$ cat config.mk
export PLATFORM = sky130hd
export DESIGN_NAME = seq_chunk_adder
export DESIGN_NICKNAME = d
export VERILOG_FILES = /design/src/rtl/seq_chunk_adder.sv
export SDC_FILE = /design/constraint.sdc
export NUM_CORES = 1
export LEC_CHECK = 0
export CAP_MARGIN = 25
export CORE_MARGIN = 2
export CORE_UTILIZATION = 51
export CTS_CLUSTER_DIAMETER = 100
export DETAILED_ROUTE_END_ITERATION = 10
export HOLD_SLACK_MARGIN = 0.1
export PLACE_DENSITY = 0.8
export SLEW_MARGIN = 20
export SYNTH_ARGS = -nofsm -noshare
export SYNTH_HDL_FRONTEND = slang
export SYNTH_SLANG_ARGS = --single-unit
export TNS_END_PERCENT = 5
$ cat constraint.sdc
create_clock -name clk -period 4.2 [get_ports clk]
set_clock_uncertainty 0.05 [all_clocks]
set_input_delay 0.84 -clock clk [delete_from_list [all_inputs] [get_ports clk]]
set_output_delay 0.84 -clock clk [all_outputs]
set_load 0.02 [all_outputs]
$ cat src/rtl/seq_chunk_adder.sv
// Multi-cycle add/sub unit: WIDTH-bit operands summed CHUNK bits per clock with a rippled carry register.
// Optional signed-overflow output enabled by defining SEQ_ADDER_OVF_EN.
module seq_chunk_adder #(
    parameter  int WIDTH  = 32,
    parameter  int CHUNK  = 4,
    localparam int NCHUNK = WIDTH / CHUNK
) (
    input  logic              clk,
    input  logic              rst_n,
    input  logic              in_valid,
    output logic              in_ready,
    input  logic [WIDTH-1:0]  a,
    input  logic [WIDTH-1:0]  b,
    input  logic              cin,
    input  logic              sub,
    output logic              out_valid,
    input  logic              out_ready,
    output logic [WIDTH-1:0]  sum,
    output logic [NCHUNK-1:0] cout,
    output logic              ovf
);

    localparam int IDXW = (NCHUNK > 1) ? $clog2(NCHUNK) : 1;

    generate
        if (WIDTH % CHUNK != 0) begin : g_bad_chunk
            $error("seq_chunk_adder: WIDTH must be a multiple of CHUNK");
        end
    endgenerate

    typedef enum logic [1:0] {IDLE, RUN, DONE} state_t;

    state_t             state_q, state_d;
    logic [WIDTH-1:0]   a_q, a_d;
    logic [WIDTH-1:0]   b_q, b_d;
    logic               carry_q, carry_d;
    logic [IDXW-1:0]    idx_q, idx_d;
    logic [WIDTH-1:0]   sum_q, sum_d;
    logic [NCHUNK-1:0]  cout_q, cout_d;
    logic [CHUNK:0]     chunk_res;
    logic               accept;
`ifdef SEQ_ADDER_OVF_EN
    logic               ovf_q, ovf_d;
`endif

    assign in_ready  = (state_q == IDLE) | ((state_q == DONE) & out_ready);
    assign out_valid = (state_q == DONE);
    assign accept    = in_valid & in_ready;
    assign sum       = sum_q;
    assign cout      = cout_q;

    always_comb begin
        state_d   = state_q;
        a_d       = a_q;
        b_d       = b_q;
        carry_d   = carry_q;
        idx_d     = idx_q;
        sum_d     = sum_q;
        cout_d    = cout_q;
`ifdef SEQ_ADDER_OVF_EN
        ovf_d     = ovf_q;
`endif
        chunk_res = {1'b0, a_q[idx_q*CHUNK +: CHUNK]}
                  + {1'b0, b_q[idx_q*CHUNK +: CHUNK]}
                  + {{CHUNK{1'b0}}, carry_q};

        case (state_q)
            RUN: begin
                sum_d[idx_q*CHUNK +: CHUNK] = chunk_res[CHUNK-1:0];
                carry_d                     = chunk_res[CHUNK];
                cout_d[idx_q]               = chunk_res[CHUNK];
                if (idx_q == IDXW'(NCHUNK - 1)) begin
                    state_d = DONE;
`ifdef SEQ_ADDER_OVF_EN
                    ovf_d = (a_q[WIDTH-1] == b_q[WIDTH-1]) &
                            (chunk_res[CHUNK-1] != a_q[WIDTH-1]);
`endif
                end else begin
                    idx_d = idx_q + IDXW'(1);
                end
            end
            DONE: begin
                if (out_ready) begin
                    state_d = IDLE;
                end
            end
            default: ;
        endcase

        // A new operand set may be taken from IDLE or while retiring a result.
        if (accept) begin
            a_d     = a;
            b_d     = sub ? ~b : b;
            carry_d = sub ? 1'b1 : cin;
            idx_d   = '0;
            state_d = RUN;
        end
    end

    always_ff @(posedge clk or negedge rst_n) begin
        if (!rst_n) begin
            state_q <= IDLE;
            a_q     <= '0;
            b_q     <= '0;
            carry_q <= 1'b0;
            idx_q   <= '0;
            sum_q   <= '0;
            cout_q  <= '0;
        end else begin
            state_q <= state_d;
            a_q     <= a_d;
            b_q     <= b_d;
            carry_q <= carry_d;
            idx_q   <= idx_d;
            sum_q   <= sum_d;
            cout_q  <= cout_d;
        end
    end

`ifdef SEQ_ADDER_OVF_EN
    always_ff @(posedge clk or negedge rst_n) begin
        if (!rst_n) begin
            ovf_q <= 1'b0;
        end else begin
            ovf_q <= ovf_d;
        end
    end
    assign ovf = ovf_q;
`else
    assign ovf = 1'b0;
`endif

endmodule
# Yosys cells after proc, flatten, opt, wreduce, memory -nomap -nowiden
# Cells that the tools add are included.
# totals
reg_bits	110
inputBits	70
output_inout_bits	43
word_cells	48
# op_classes
n_addsub	4
magnitude_cmp	2
n_eq_ne	6
shift	4
n_mux	15
bitwise	4
n_reduce_logical	6
# op_table
operator	count
$shiftx 32x6->4	2
$neg 5->34	1
$shift 4x34->32 const A	1
$shiftx 4x34->32	1
$bwmux 32	1
$mux 32	1
$not 32->32	1
$mux 3	3
$bwmux 8	1
$mux 2	3
$add 4x4->5	1
$add 5x1->5	1
$lt 3x4->1 const B	1
$mux 1	4
$pmux 2 s2	1
$add 3x1->3 const B	1
$demux 1 s3	1
$eq 3x3->1 const B	1
$ge 3x1->1 const B	1
$ne 3x1->1 const B	1
$ne 3x3->1 const B	1
$reduce_and 3->1	1
$reduce_bool 3->1	1
$and 1x1->1	2
8 further kinds	8

# Logic depth before layout (Yosys ltp)
# depth
ltp_word	6
ltp_mapped	11
depth_no_buf	9

# Least setup slack after synthesis
# Ideal clock, no wire load.
# synth_timing
path_type	reg2reg
startpoint	register idx_q[1]
endpoint	register cout_q[7], in the netlist cout[7]
setup_ps	125
arrival_ps	2897
required_time_ps	4025
slack_ps	1128
stages_incl_launch_ff	11
n_path_buf	2
period_less_slack_ps	3072
path_cell_list	dfrtp_1 > buf_2 > buf_2 > mux4_2 > nand2_1 > nand2_1 > fa_1 > fa_1 > a21o_1 > a21o_1 > mux2_2
# synth_via
elab_chain_cells	5
elab_cells_between_ends	10
classes_between	add/sub (2); order compare (2); shift (2); mux (3); reduce/logical (1)
# synth_lines
element	line_no	rtl
from (decl)	37	logic [IDXW-1:0] idx_q, idx_d;
from (signal assigned)	114	idx_q <= idx_d;
parallel branches: the longest is 4 deep, another holds $add 4x4->5	-	
$bwmux 8 (*)	71	cout_d[idx_q] = chunk_res[CHUNK];
to (signal assigned)	116	cout_q <= cout_d;
to (decl)	39	logic [NCHUNK-1:0] cout_q, cout_d;
# Every way passes the cells marked *.
# A chain may end at the register's enable or synchronous reset.

# Worst setup path in the final report
# layout_timing
startpoint	register idx_q[0]
endpoint	register sum_q[23], in the netlist sum[23]
# layout_via
elab_chain_cells	5
elab_cells_between_ends	8
classes_between	add/sub (3); shift (4); mux (1)
# layout_lines
element	line_no	rtl
$shiftx 32x6->4 (on tied branches)	63, 64	
$add 4x4->5	64	+ {1'b0, b_q[idx_q*CHUNK +: CHUNK]}
$add 5x1->5	65	+ {{CHUNK{1'b0}}, carry_q};
$shiftx 4x34->32	69	sum_d[idx_q*CHUNK +: CHUNK] = chunk_res[CHUNK-1:0];
$bwmux 32 (*)	69	
to (signal assigned)	115	sum_q <= sum_d;
to (decl)	38	logic [WIDTH-1:0] sum_q, sum_d;
# Every way passes the cells marked *; elsewhere a longest branch is shown, timed or not.

==> flow_summary_export.csv <==
group,metric,value,unit
clock_network,clock_tree.buffer_depth,2,
synthesis,synthDistinctLibCells,39,
route,routedWlPerCell,17.0,µm
layout,fillers,784,
die,effective_utilization_at_floorplan,52.3,%
synthesis,synthTopCellsByArea,"sky130_fd_sc_hd__dfrtp_1, sky130_fd_sc_hd__mux2_2, sky130_fd_sc_hd__xor2_1",
synthesis,syn_avg_cell_area,13.0,µm²
layout,stdcell_count,660,
route,routed_wl,11200,µm
min_path,hold_wc_path_type,"input port to async pin",
clock_network,skew_pair_late_insertion_delay,0.37,ns
setup_path,worst-endpoint-arrival,3.61,ns
route,firstDrtPassIters,4,
grt,grt_max_degree,86,
setup_path,rr_worst_depth,9,
placed_design,dp_wirelength,8590,µm
route,route.detailed.vias_per_inst,5.47,
layout,antenna-diode-count,0,
route,drc_errors_left,0,
clock_network,cts_setup_buffers,0,
synthesis,synth_top_area_share,51.0,%
synthesis,dominant_cell_type_by_area_after_synthesis,"sky130_fd_sc_hd__dfrtp_1",
layout,syn2layout_area_growth,26.0,%
power_and_ir_drop,share_seq_of_total_power,34.3,%
clock_network,number_of_buffers_added_by_the_clock_tree_synthesis_step,9,
setup_path,rrSetupSlack,0.76,ns
power_and_ir_drop,net-switching-power,0.00224,W
sta,clock_period_minus_worst_slack,3.44,ns
die,rows,37,
sta,relSlewSlack,44.6,%
clock_network,cts.root.buffer_cell,"sky130_fd_sc_hd__clkbuf_8",
die,i_o_pin_cnt,113,
sta,fin_crit_sh,81.8,%
setup_path,timing.rr.end,"sum[23]",
power_and_ir_drop,combinationalPowerShare,54.3,%
synthesis,number_of_synthesized_flops_with_an_enable_pin,0,
clock_network,clkTransAtPathRegs,0.10,ns
job,timing.max_cap.violations,0,
synthesis,ys.flop_type,"sky130_fd_sc_hd__dfrtp_1",
clock_network,ctsHoldBuffers,0,
grt,grt_usage,20.9,%
sta,slew_viol_final,0,
setup_path,start_kind,"flip-flop",
sta,rsz0062_at_grt,"no",
route,via_count,3609,
layout,most-common-layout-cells,"sky130_fd_sc_hd__dfrtp_1, sky130_fd_sc_hd__clkdlybuf4s50_1, sky130_fd_sc_hd__mux2_2",
synthesis,netlist_area,5400,µm²
placed_design,globalplace.congestion,0.800,
grt,antenna_found_initial,0,
clock_network,cts.sinks,110,
placed_design,place.port_buffers,111,
synthesis,synth_warnings,0,
clock_network,cts.repair.resized,0,
synthesis,async_reset_ff_share,100,%
layout,layout.cells.most_common,"sky130_fd_sc_hd__dfrtp_1",
route,ant_nets,0,
synthesis,syn_inst,415,
grt,grt_pass1_vias,3860,
sta,timing_hold_violations_final,0,
layout,share_of_layout_cells_above_drive_strength_1,25.4,%
placed_design,dp.cells,644,
setup_path,timing.setup.critical_path_class,"flip-flop to flip-flop",
die,fp.coreArea,10300,µm²
synthesis,synth_fp_nets,497,
setup_path,r2r_start,"idx_q[0]",
clock_network,clock_tree_from_tritoncts,"built",
layout,num-nets-final,601,
grt,globalRouteOverflowTotal,0,
power_and_ir_drop,power_per_cell_area,815,nW/µm²
power_and_ir_drop,power_leakage,2.95,nW
sta,tns,0,ns
setup_path,critical_path_required,4.37,ns
grt,wire_length_of_the_first_global_routing_pass,18700,µm
route,detailedRoute.firstIterationViolations,162,
sta,worst-slew-pin-transition,0.831,ns
synthesis,yosys_register_bits,110,
power_and_ir_drop,vdd.ir_drop.worst,416,µV
power_and_ir_drop,clk_network_pwr_share,11.4,%
clock_network,clock_tree.htree_level_count,3,
setup_path,critPathMaxFanout,18,
die,floorplan.die.height,107,µm
run_status,run_status,"completed",
synthesis,synth_sequential_area_ratio,51.0,%
sta,fmax,291,MHz
die,floorplan.die_area,11400,µm²
die,die_w,107,µm
setup_path,timing.critical_path.to_type,"flip-flop",
sta,setup_viol,0,
power_and_ir_drop,swShare,40.3,%
power_and_ir_drop,cell_internal_pwr,0.00331,W
==> layer usage <==
layer	GRT usage [%]	part of all wire, %
met1	27.2	43
met2	36.6	52
met3	2.61	3.6
met4	6.86	1.5
met5	0	0
==> final cells by class <==
class                           instances  area (µm²)  area share [%]
Sequential cell                       110        2750            40.4
Multi-Input combinational cell        272        2490            36.5
Timing Repair Buffer                  117        1160            17.1
Tap cell                              136         170            2.50
Clock buffer                           11         141            2.08
Clock inverter                          5        58.8           0.864
Inverter                                9        33.8           0.496
==> how the worst max path moves through the flow <==
stage	to	cells past startpoint	start	slack [ns]
final	sum[23]	9	idx_q[0]	0.76
after global routing	sum[31]	9	idx_q[0]	0.38
after CTS	sum[7]	9	idx_q[0]	0.71
after detailed placement	sum[7]	9	idx_q[0]	0.75
after global placement	cout[0]	8	idx_q[0]	0.90
after floorplan	cout[7]	10	idx_q[1]	1.13
==> cell usage after synthesis, types with 2 or more instances <==
library cell / instances
sky130_fd_sc_hd__nor2_1: 19
sky130_fd_sc_hd__buf_1: 2
sky130_fd_sc_hd__mux2_4: 3
sky130_fd_sc_hd__ha_1: 10
sky130_fd_sc_hd__mux2_2: 93
sky130_fd_sc_hd__and2_1: 7
sky130_fd_sc_hd__o21ai_0: 2
sky130_fd_sc_hd__mux2i_1: 4
sky130_fd_sc_hd__and3_1: 6
sky130_fd_sc_hd__nor4b_2: 2
sky130_fd_sc_hd__a21o_1: 4
sky130_fd_sc_hd__o22ai_1: 5
sky130_fd_sc_hd__xor2_1: 34
sky130_fd_sc_hd__a21oi_1: 4
sky130_fd_sc_hd__nor2b_1: 2
sky130_fd_sc_hd__buf_4: 3
sky130_fd_sc_hd__inv_1: 9
sky130_fd_sc_hd__nand2_1: 26
sky130_fd_sc_hd__xnor2_1: 2
sky130_fd_sc_hd__dfrtp_1: 110
sky130_fd_sc_hd__nor3_1: 3
sky130_fd_sc_hd__a211oi_1: 4
sky130_fd_sc_hd__mux4_2: 10
sky130_fd_sc_hd__nand3_1: 9
sky130_fd_sc_hd__a221oi_1: 8
sky130_fd_sc_hd__buf_2: 17
sky130_fd_sc_hd__fa_1: 2
sky130_fd_sc_hd__o31ai_1: 4
==> stage by stage <==
step	util, %	hold slack [ns]	total power, W	instance area, µm²	worst slack (ns)
5_1_grt	65.9	0.481	0.00594	6810	0.377
4_1_cts	65.9	0.463	0.00560	6800	0.713
6_report	65.9	0.460	0.00555	6810	0.764
3_3_place_gp	64.0	0.427	0.00482	6600	0.899
3_5_place_dp	64.0	0.439	0.00496	6600	0.752
2_1_floorplan	-	0.423	0.00392	5400	1.13
==> cell families (layout without fill, tap and decap cells) <==
logic type,Yosys count,after routing,share of synthesized area (%)
fa+ha+maj,12,12,3.06
simple gates,80,80,7.48
compound gates,33,33,4.42
flops,110,110,51.0
other cells,1,1,0.0694
xor+xnor,36,36,5.84
mux,110,110,25.1
buf+inv,33,142,3.03
==> worst max-delay path, stage by stage (launching register included) <==
cell	delay (ns)
sky130_fd_sc_hd__dfrtp_1	0.85
sky130_fd_sc_hd__inv_1	0.41
sky130_fd_sc_hd__nor2_1	0.22
sky130_fd_sc_hd__a221oi_1	0.11
sky130_fd_sc_hd__o22ai_1	0.30
sky130_fd_sc_hd__ha_1	0.29
sky130_fd_sc_hd__a21o_1	0.16
sky130_fd_sc_hd__a21oi_1	0.17
sky130_fd_sc_hd__xor2_1	0.55
sky130_fd_sc_hd__o31ai_1	0.18
==> flip-flops by register name, summed over array words and instances (netlist names) <==
register,count
sum,32
cout,8
idx_q,3
carry_q,1
a_q,32
state_q,2
b_q,32
==> power groups by stage <==
stage	sequential, W	combinational (W)	clock, W
final	0.00190	0.00301	0.000634
after global routing	0.00197	0.00328	0.000688
after CTS	0.00191	0.00304	0.000649
after detailed placement	0.00193	0.00303	0
after global placement	0.00191	0.00291	0
after floorplan	0.00196	0.00196	0
(Power assumes the default switching activity.)
